File: config.mk
export PLATFORM = sky130hd
export DESIGN_NAME = shared_bus_flat
export DESIGN_NICKNAME = d
export VERILOG_FILES = /design/src/rtl/shared_bus_pkg.sv /design/src/rtl/shared_bus_if.sv /design/src/rtl/shared_bus_arbiter.sv /design/src/rtl/shared_bus.sv /design/src/flat_wrapper.sv
export SDC_FILE = /design/constraint.sdc
export NUM_CORES = 1
export LEC_CHECK = 0
export BUFFER_PORTS_ARGS = -buffer_cell sky130_fd_sc_hd__buf_2
export CORE_AREA = 2 2 244 246
export CTS_BUF_LIST = sky130_fd_sc_hd__clkbuf_4 sky130_fd_sc_hd__clkbuf_8
export DETAILED_ROUTE_END_ITERATION = 12
export DIE_AREA = 0 0 246 248
export PLACE_DENSITY = 0.3
export SKIP_CTS_REPAIR_TIMING = 1
export SLEW_MARGIN = 20
export SYNTH_ARGS = -nofsm -noshare
export SYNTH_HDL_FRONTEND = slang
export SYNTH_SLANG_ARGS = --single-unit
File: constraint.sdc
create_clock -name clk -period 3.6 [get_ports clk]
set_input_delay 0.9 -clock clk [delete_from_list [all_inputs] [get_ports clk]]
set_output_delay 0.9 -clock clk [all_outputs]
set_load 0.01 [all_outputs]
File: src/rtl/shared_bus_pkg.sv
// ---------------------------------------------------------------------------
// shared_bus_pkg
//   Shared definitions for the shared_bus interconnect. It holds the active-low
//   signal levels, the read/write and reset encodings, the bus widths, the
//   master/slave counts, and the owner and slave-index encodings.
// ---------------------------------------------------------------------------
package shared_bus_pkg;

  // Active-low control levels. Every signal whose name ends in '_' uses these.
  localparam logic ENABLE_       = 1'b0;
  localparam logic DISABLE_      = 1'b1;

  localparam logic READ          = 1'b1;
  localparam logic WRITE         = 1'b0;

  localparam logic RESET_ENABLE  = 1'b1;
  localparam logic RESET_DISABLE = 1'b0;

  localparam int WORD_ADDR_W = 30;
  localparam int WORD_DATA_W = 32;
  localparam int SLV_IDX_W   = 3;
  localparam int NUM_MASTERS = 4;
  localparam int NUM_SLAVES  = 1 << SLV_IDX_W;

  typedef enum logic [1:0] {
    BUS_OWNER_M0 = 2'd0,
    BUS_OWNER_M1 = 2'd1,
    BUS_OWNER_M2 = 2'd2,
    BUS_OWNER_M3 = 2'd3
  } bus_owner_t;

  typedef enum logic [SLV_IDX_W-1:0] {
    BUS_SLAVE_0 = 3'd0,
    BUS_SLAVE_1 = 3'd1,
    BUS_SLAVE_2 = 3'd2,
    BUS_SLAVE_3 = 3'd3,
    BUS_SLAVE_4 = 3'd4,
    BUS_SLAVE_5 = 3'd5,
    BUS_SLAVE_6 = 3'd6,
    BUS_SLAVE_7 = 3'd7
  } bus_slave_t;

endpackage

File: src/rtl/shared_bus_if.sv
// ---------------------------------------------------------------------------
// shared_bus_if
//   Holds every bus signal of the 4-master / 8-slave shared bus.
//   Master i uses index i of the m_* vectors, and slave k uses index k of the
//   s_cs_/s_rd_data/s_rdy_ vectors.
//   Modports:
//     master : the view of the bus masters (request, address phase, write data)
//     slave  : the view of the bus slaves (shared address phase, chip select)
//     fabric : the view of the interconnect (the shared_bus top)
// ---------------------------------------------------------------------------
interface shared_bus_if;
  import shared_bus_pkg::*;

  // Master side
  logic [NUM_MASTERS-1:0]                  m_req_;
  logic [NUM_MASTERS-1:0]                  m_grnt_;
  logic [NUM_MASTERS-1:0][WORD_ADDR_W-1:0] m_addr;
  logic [NUM_MASTERS-1:0]                  m_as_;
  logic [NUM_MASTERS-1:0]                  m_rw;
  logic [NUM_MASTERS-1:0][WORD_DATA_W-1:0] m_wr_data;
  logic [WORD_DATA_W-1:0]                  m_rd_data;
  logic                                    m_rdy_;

  // Slave side
  logic [WORD_ADDR_W-1:0]                  s_addr;
  logic                                    s_as_;
  logic                                    s_rw;
  logic [WORD_DATA_W-1:0]                  s_wr_data;
  logic [NUM_SLAVES-1:0]                   s_cs_;
  logic [NUM_SLAVES-1:0][WORD_DATA_W-1:0]  s_rd_data;
  logic [NUM_SLAVES-1:0]                   s_rdy_;

  modport master (
    output m_req_, m_addr, m_as_, m_rw, m_wr_data,
    input  m_grnt_, m_rd_data, m_rdy_
  );

  modport slave (
    input  s_addr, s_as_, s_rw, s_wr_data, s_cs_,
    output s_rd_data, s_rdy_
  );

  modport fabric (
    input  m_req_, m_addr, m_as_, m_rw, m_wr_data, s_rd_data, s_rdy_,
    output m_grnt_, m_rd_data, m_rdy_, s_addr, s_as_, s_rw, s_wr_data, s_cs_
  );

endinterface

File: src/rtl/shared_bus_arbiter.sv
// ---------------------------------------------------------------------------
// shared_bus_arbiter
//   Round-robin bus arbiter with a 2-bit owner register.
//   The current owner keeps the bus for as long as it requests it; the bus is
//   never taken away from a requesting owner. When the owner releases, the
//   search for the next owner starts at owner+1 and wraps. When nobody
//   requests, the owner does not change. Reset makes master 0 the owner.
//   Ports:
//     clk    in   system clock
//     reset  in   synchronous, active-high reset
//     req_   in   active-low bus requests, one bit per master
//     owner  out  current owner
//     grnt_  out  active-low grants. This is a one-cold decode of owner.
// ---------------------------------------------------------------------------
module shared_bus_arbiter
  import shared_bus_pkg::*;
(
  input  logic                   clk,
  input  logic                   reset,
  input  logic [NUM_MASTERS-1:0] req_,
  output bus_owner_t             owner,
  output logic [NUM_MASTERS-1:0] grnt_
);

  bus_owner_t owner_nxt;
  logic       found;
  logic [1:0] cand_idx;

  // NOTE: sequential state is written with non-blocking assignments only, so
  // every register samples values from before the edge and no simulation race
  // depends on process ordering.
  always_ff @(posedge clk) begin
    if (reset == RESET_ENABLE) begin
      owner <= BUS_OWNER_M0;
    end else begin
      owner <= owner_nxt;
    end
  end

  // NOTE: each variable gets a default at the top of the block. As a result,
  // no path leaves a variable unassigned, and no latch is inferred.
  always_comb begin
    owner_nxt = owner;
    found     = 1'b0;
    cand_idx  = 2'(owner);
    if (req_[owner] == DISABLE_) begin
      // The 2-bit add wraps modulo 4. The first match found going upward
      // from owner+1 becomes the new owner.
      for (int i = 1; i < NUM_MASTERS; i++) begin
        cand_idx = 2'(owner) + 2'(i);
        if (!found && req_[cand_idx] == ENABLE_) begin
          owner_nxt = bus_owner_t'(cand_idx);
          found     = 1'b1;
        end
      end
    end
  end

  always_comb begin
    grnt_        = '1;
    grnt_[owner] = ENABLE_;
  end

endmodule

File: src/rtl/shared_bus.sv
// ---------------------------------------------------------------------------
// shared_bus
//   Shared-bus interconnect with 4 masters and 8 slaves. A round-robin arbiter
//   picks one owner. The owner's address phase and write data drive the shared
//   slave bus. The top SLV_IDX_W address bits pick one slave chip select. That
//   slave's read data and ready go back to all masters.
//   Ports:
//     clk    in      system clock
//     reset  in      synchronous, active-high reset
//     bus    fabric  shared_bus_if. It carries the master requests and grants,
//                    the shared address phase, the chip selects and the read
//                    return path.
//   Build option:
//     BUS_CS_GATE_EN  When defined, a chip select is asserted only while the
//                     shared s_as_ is enabled. When it is undefined, the chip
//                     selects come from the address bits alone.
// ---------------------------------------------------------------------------
module shared_bus
  import shared_bus_pkg::*;
(
  input  logic      clk,
  input  logic      reset,
  shared_bus_if.fabric bus
);

  bus_owner_t             owner;
  logic [NUM_MASTERS-1:0] grnt_;

  logic [WORD_ADDR_W-1:0] s_addr;
  logic                   s_as_;
  logic                   s_rw;
  logic [WORD_DATA_W-1:0] s_wr_data;
  bus_slave_t             slv_idx;
  logic [NUM_SLAVES-1:0]  s_cs_;
  logic [WORD_DATA_W-1:0] m_rd_data;
  logic                   m_rdy_;

  shared_bus_arbiter u_arbiter (
    .clk   (clk),
    .reset (reset),
    .req_  (bus.m_req_),
    .owner (owner),
    .grnt_ (grnt_)
  );

  // Master mux: the owner drives the shared slave-side bus.
  always_comb begin
    s_addr    = bus.m_addr[owner];
    s_as_     = bus.m_as_[owner];
    s_rw      = bus.m_rw[owner];
    s_wr_data = bus.m_wr_data[owner];
  end

  // Address decoder: the top address bits give the slave index.
  always_comb begin
    slv_idx = bus_slave_t'(s_addr[WORD_ADDR_W-1 -: SLV_IDX_W]);
    s_cs_   = '1;
`ifdef BUS_CS_GATE_EN
    if (s_as_ == ENABLE_) begin
      s_cs_[slv_idx] = ENABLE_;
    end
`else
    s_cs_[slv_idx] = ENABLE_;
`endif
  end

  // Slave mux: return the selected slave's data and ready. When no chip select
  // is active (possible only with the gated build), drive zero data and not-ready.
  always_comb begin
    m_rd_data = '0;
    m_rdy_    = DISABLE_;
    for (int k = 0; k < NUM_SLAVES; k++) begin
      if (s_cs_[k] == ENABLE_) begin
        m_rd_data = bus.s_rd_data[k];
        m_rdy_    = bus.s_rdy_[k];
      end
    end
  end

  assign bus.m_grnt_   = grnt_;
  assign bus.s_addr    = s_addr;
  assign bus.s_as_     = s_as_;
  assign bus.s_rw      = s_rw;
  assign bus.s_wr_data = s_wr_data;
  assign bus.s_cs_     = s_cs_;
  assign bus.m_rd_data = m_rd_data;
  assign bus.m_rdy_    = m_rdy_;

endmodule

File: src/flat_wrapper.sv
// flat-port wrapper written by rule: the top's interface ports become plain ports
module shared_bus_flat import shared_bus_pkg::*;
  (clk, reset, bus_m_req_, bus_m_addr, bus_m_as_, bus_m_rw, bus_m_wr_data, bus_s_rd_data, bus_s_rdy_, bus_m_grnt_, bus_m_rd_data, bus_m_rdy_, bus_s_addr, bus_s_as_, bus_s_rw, bus_s_wr_data, bus_s_cs_);
  shared_bus_if bus_i ();
  input  logic clk;
  input  logic reset;
  input wire logic [$bits(bus_i.m_req_)-1:0] bus_m_req_;
  input wire logic [$bits(bus_i.m_addr)-1:0] bus_m_addr;
  input wire logic [$bits(bus_i.m_as_)-1:0] bus_m_as_;
  input wire logic [$bits(bus_i.m_rw)-1:0] bus_m_rw;
  input wire logic [$bits(bus_i.m_wr_data)-1:0] bus_m_wr_data;
  input wire logic [$bits(bus_i.s_rd_data)-1:0] bus_s_rd_data;
  input wire logic [$bits(bus_i.s_rdy_)-1:0] bus_s_rdy_;
  output wire logic [$bits(bus_i.m_grnt_)-1:0] bus_m_grnt_;
  output wire logic [$bits(bus_i.m_rd_data)-1:0] bus_m_rd_data;
  output wire logic [$bits(bus_i.m_rdy_)-1:0] bus_m_rdy_;
  output wire logic [$bits(bus_i.s_addr)-1:0] bus_s_addr;
  output wire logic [$bits(bus_i.s_as_)-1:0] bus_s_as_;
  output wire logic [$bits(bus_i.s_rw)-1:0] bus_s_rw;
  output wire logic [$bits(bus_i.s_wr_data)-1:0] bus_s_wr_data;
  output wire logic [$bits(bus_i.s_cs_)-1:0] bus_s_cs_;
  assign bus_i.m_req_ = bus_m_req_;
  assign bus_i.m_addr = bus_m_addr;
  assign bus_i.m_as_ = bus_m_as_;
  assign bus_i.m_rw = bus_m_rw;
  assign bus_i.m_wr_data = bus_m_wr_data;
  assign bus_i.s_rd_data = bus_s_rd_data;
  assign bus_i.s_rdy_ = bus_s_rdy_;
  assign bus_m_grnt_ = bus_i.m_grnt_;
  assign bus_m_rd_data = bus_i.m_rd_data;
  assign bus_m_rdy_ = bus_i.m_rdy_;
  assign bus_s_addr = bus_i.s_addr;
  assign bus_s_as_ = bus_i.s_as_;
  assign bus_s_rw = bus_i.s_rw;
  assign bus_s_wr_data = bus_i.s_wr_data;
  assign bus_s_cs_ = bus_i.s_cs_;
  shared_bus u_core (.clk(clk), .reset(reset), .bus(bus_i));
endmodule
==> summary.txt <==
Cells and area
  • Post-layout net count: between 1,500 and 2,000
  • Fin area: 8805 um^2
  • Area Growth Syn to Fin: 102.3%
  • Most frequent cells in the layout: buf_2, mux2i_1, mux4_2, o21ai_0, nand2_1
  • Most common cell after layout, fill and taps aside: buf_2
  • Layout cells sized above 1: 0.6935
  • Largest registers: u_core.u_arbiter.owner (2)
  • Max FFs per register: 2
  • Layout Cells excl Fill: 1,880
  • Fin util: 0.1506
  • Top reg by flops: u_core.u_arbiter.owner

Placed design
  • IO buf count: between 600 and 700
  • Cell Area, Placed: ~8600 um^2
  • Placer Congestion: 0.9122
  • Placed cell count: 1,872
  • Setup Slack @ Placement: -0.1004 ns
  • HPWL reported at the end of detailed placement: about 33,000 um

Floorplanning
  • Die area: about 60,000 um^2
  • Site row count: 89
  • Die Y: about 250 um
  • Initial Utilization: 0.07446
  • Die Wd: 246 um
  • Area of the core: 58,460 um^2
  • I/O pin count: between 600 and 700

Yosys
  • Ys flop type: dfxtp_1
  • Syn Inst Count: 490
  • Flops & latches, synth: 2
  • Syn nets: 1,020
  • Post-synth EDFFs: 0
  • Async S/R FF share, synth: 0
  • Register area share after synthesis: 0.009198
  • Post-synthesis cell area: around 4400 um^2
  • Count of cell types in the netlist: between 40 and 50
  • Syn. warnings: 0
  • Synthesized area per cell: roughly 9 um^2

Worst hold path
  • Worst Hold Class: flip-flop to flip-flop

Global route
  • Pin count of the biggest net entering global routing: just over 70
  • First-pass GRT wire length: between 50,000 and 60,000 um
  • GR Util All Layers: 0.1134
  • Overflow left after global routing: 0
  • Vias in the first global route: 7,193
  • Initial antenna violation count: 18

Critical path
  • Crit end category: primary output
  • Required time worst endpoint: about 2.7 ns
  • Crit path DAT: ~2.7 ns
  • Buffers & Inverters on Critical Path: 4
  • Cells along the critical path: buf_4 > mux2i_1 > mux2_4 > inv_8 > or2_4 > buf_12 > o22ai_2 > nand2_1 > a22o_1 > buf_2
  • CP max stage delay: between 0.3 and 0.4 ns
  • Delay-heaviest family, CP: buffers and inverters
  • Critical Path Fanout Max: 26
  • R2R Setup Slk: roughly 0.89 ns
  • CP max-delay cell: a22o_1
  • CP Launch Type: input pin
  • Setup CP Type: input pin to primary output

Timing
  • Fmax: approximately 0.28 GHz
  • Fin crit period: around 3.6 ns
  • Slew headroom: 0.4515
  • Slew Limit Fails: 0
  • Final hold slack: around 0.74 ns
  • Clk_skew: approximately 0.00034 ns
  • Final setup vio count: 0
  • RSZ-0062 raised after global routing: yes
  • Hold Violations, Final: 0
  • Final worst-path cycle share: 0.9888
  • Actual slew at the worst max-slew pin: around 0.8 ns
  • Total negative setup slack: 0 ns
  • Min setup slack post-route: about 0.040 ns

Clock tree
  • CTS buffer count: 3
  • Worst-path clk slew: about 0.030 ns
  • CTS tree: done
  • Skew-Pair Late Insertion Delay: ~0.21 ns
  • CTS H-tree depth: 1
  • CTS Buffer Depth: 2
  • Root Buffer: clkbuf_8
  • Clock sink count: 2

Job
  • # Max-Cap Violations: 0

Power and ir drop
  • Cell leakage power: between 4 and 5 nW
  • Design Power: roughly 5.4 mW
  • Max VDD drop: around 0.33 mV
  • PD cells: a little over 600 nW/um^2

Route
  • Final wirelength: 38,630 um
  • Pre-antenna DRT Iters: 5
  • Post-DR vias/cell: ~3.7
  • DRC violations left: 0
  • DR vias: between 6,000 and 7,000
  • Drt wl/cell: 20.55 um
  • Post-route ant nets: 0
  • First DRT Iteration DRCs: 240

Outcome
  • Status: finished clean
==> worst register-to-register path: stages (launching register included) <==
cell,delay (ns)
dfxtp_4,0.52
buf_4,0.69
inv_1,0.32
ha_1,0.43
nor2b_1,0.17
a21oi_1,0.11
o211ai_1,0.10
a31oi_1,0.18
nor2_1,0.07
==> worst paths after layout <==
check | cells after the start | start | end
max | 10 | bus_m_addr[117] | bus_m_rd_data[1]
min | 4 | u_core.u_arbiter.owner[0] | u_core.u_arbiter.owner[0]
max reg2reg | 8 | u_core.u_arbiter.owner[1] | u_core.u_arbiter.owner[0]
min reg2reg | 4 | u_core.u_arbiter.owner[0] | u_core.u_arbiter.owner[0]
==> power by group <==
part	switching (mW)	internal (mW)	total, mW
sequential	0.0426	0.0374	0.0799
clock	0.0194	0.0709	0.0903
combinational	2.79	2.45	5.24
total	2.85	2.56	5.41
==> cell usage after synthesis (2+ instances only) <==
cell type   n  area, um^2
buf_6       9       101.4
nor2_1      5       18.77
mux2_4      3       45.04
clkbuf_1   26       97.59
nand3_1    11       55.05
o21ai_1     2       10.01
ha_1        4       50.05
dfxtp_1     2       40.04
mux2i_1    69       690.7
buf_1       8       30.03
o2bb2ai_1  28       245.2
nand2_1    50       187.7
a31oi_1     3       18.77
inv_1       5       18.77
nand3b_1    2       15.01
o22ai_1    29       181.4
mux2_1      2       22.52
inv_2       3       11.26
a22o_1     28       245.2
nor2b_1    29       181.4
o21ai_0    61       305.3
buf_4       6       45.04
nor3b_1     2       15.01
mux4_2     65        1464
a21oi_1     8       40.04
buf_2      14       70.07
nand2b_1    2       12.51
==> layout make-up <==
cell class | count | area, um^2
fillers | 6753 | 49660
diodes | 1 | 2.502
clock buffers | 3 | 41.29
inverters | 9 | 43.79
multi-input cells | 415 | 3970
flip-flops and latches | 2 | 47.55
well taps | 773 | 967.2
repair buffers | 677 | 3732
==> metal layers <==
metal | global-route usage | vias up | share of wire
met5 | 0 | - | 0.0039
met4 | 0.01711 | 26 | 0.016
met3 | 0.02346 | 50 | 0.080
met2 | 0.2207 | 408 | 0.52
met1 | 0.1277 | 3241 | 0.38
li1 | - | 3208 | -
==> cell families after synthesis <==
logic type,Yosys count,synth area share
simple gates,103,0.1155
flops,2,0.009198
mux,140,0.5131
compound gates,168,0.2598
fa+ha+maj,4,0.01150
buf+inv,73,0.09083
Note: power is estimated with default switching activity, not from simulation.
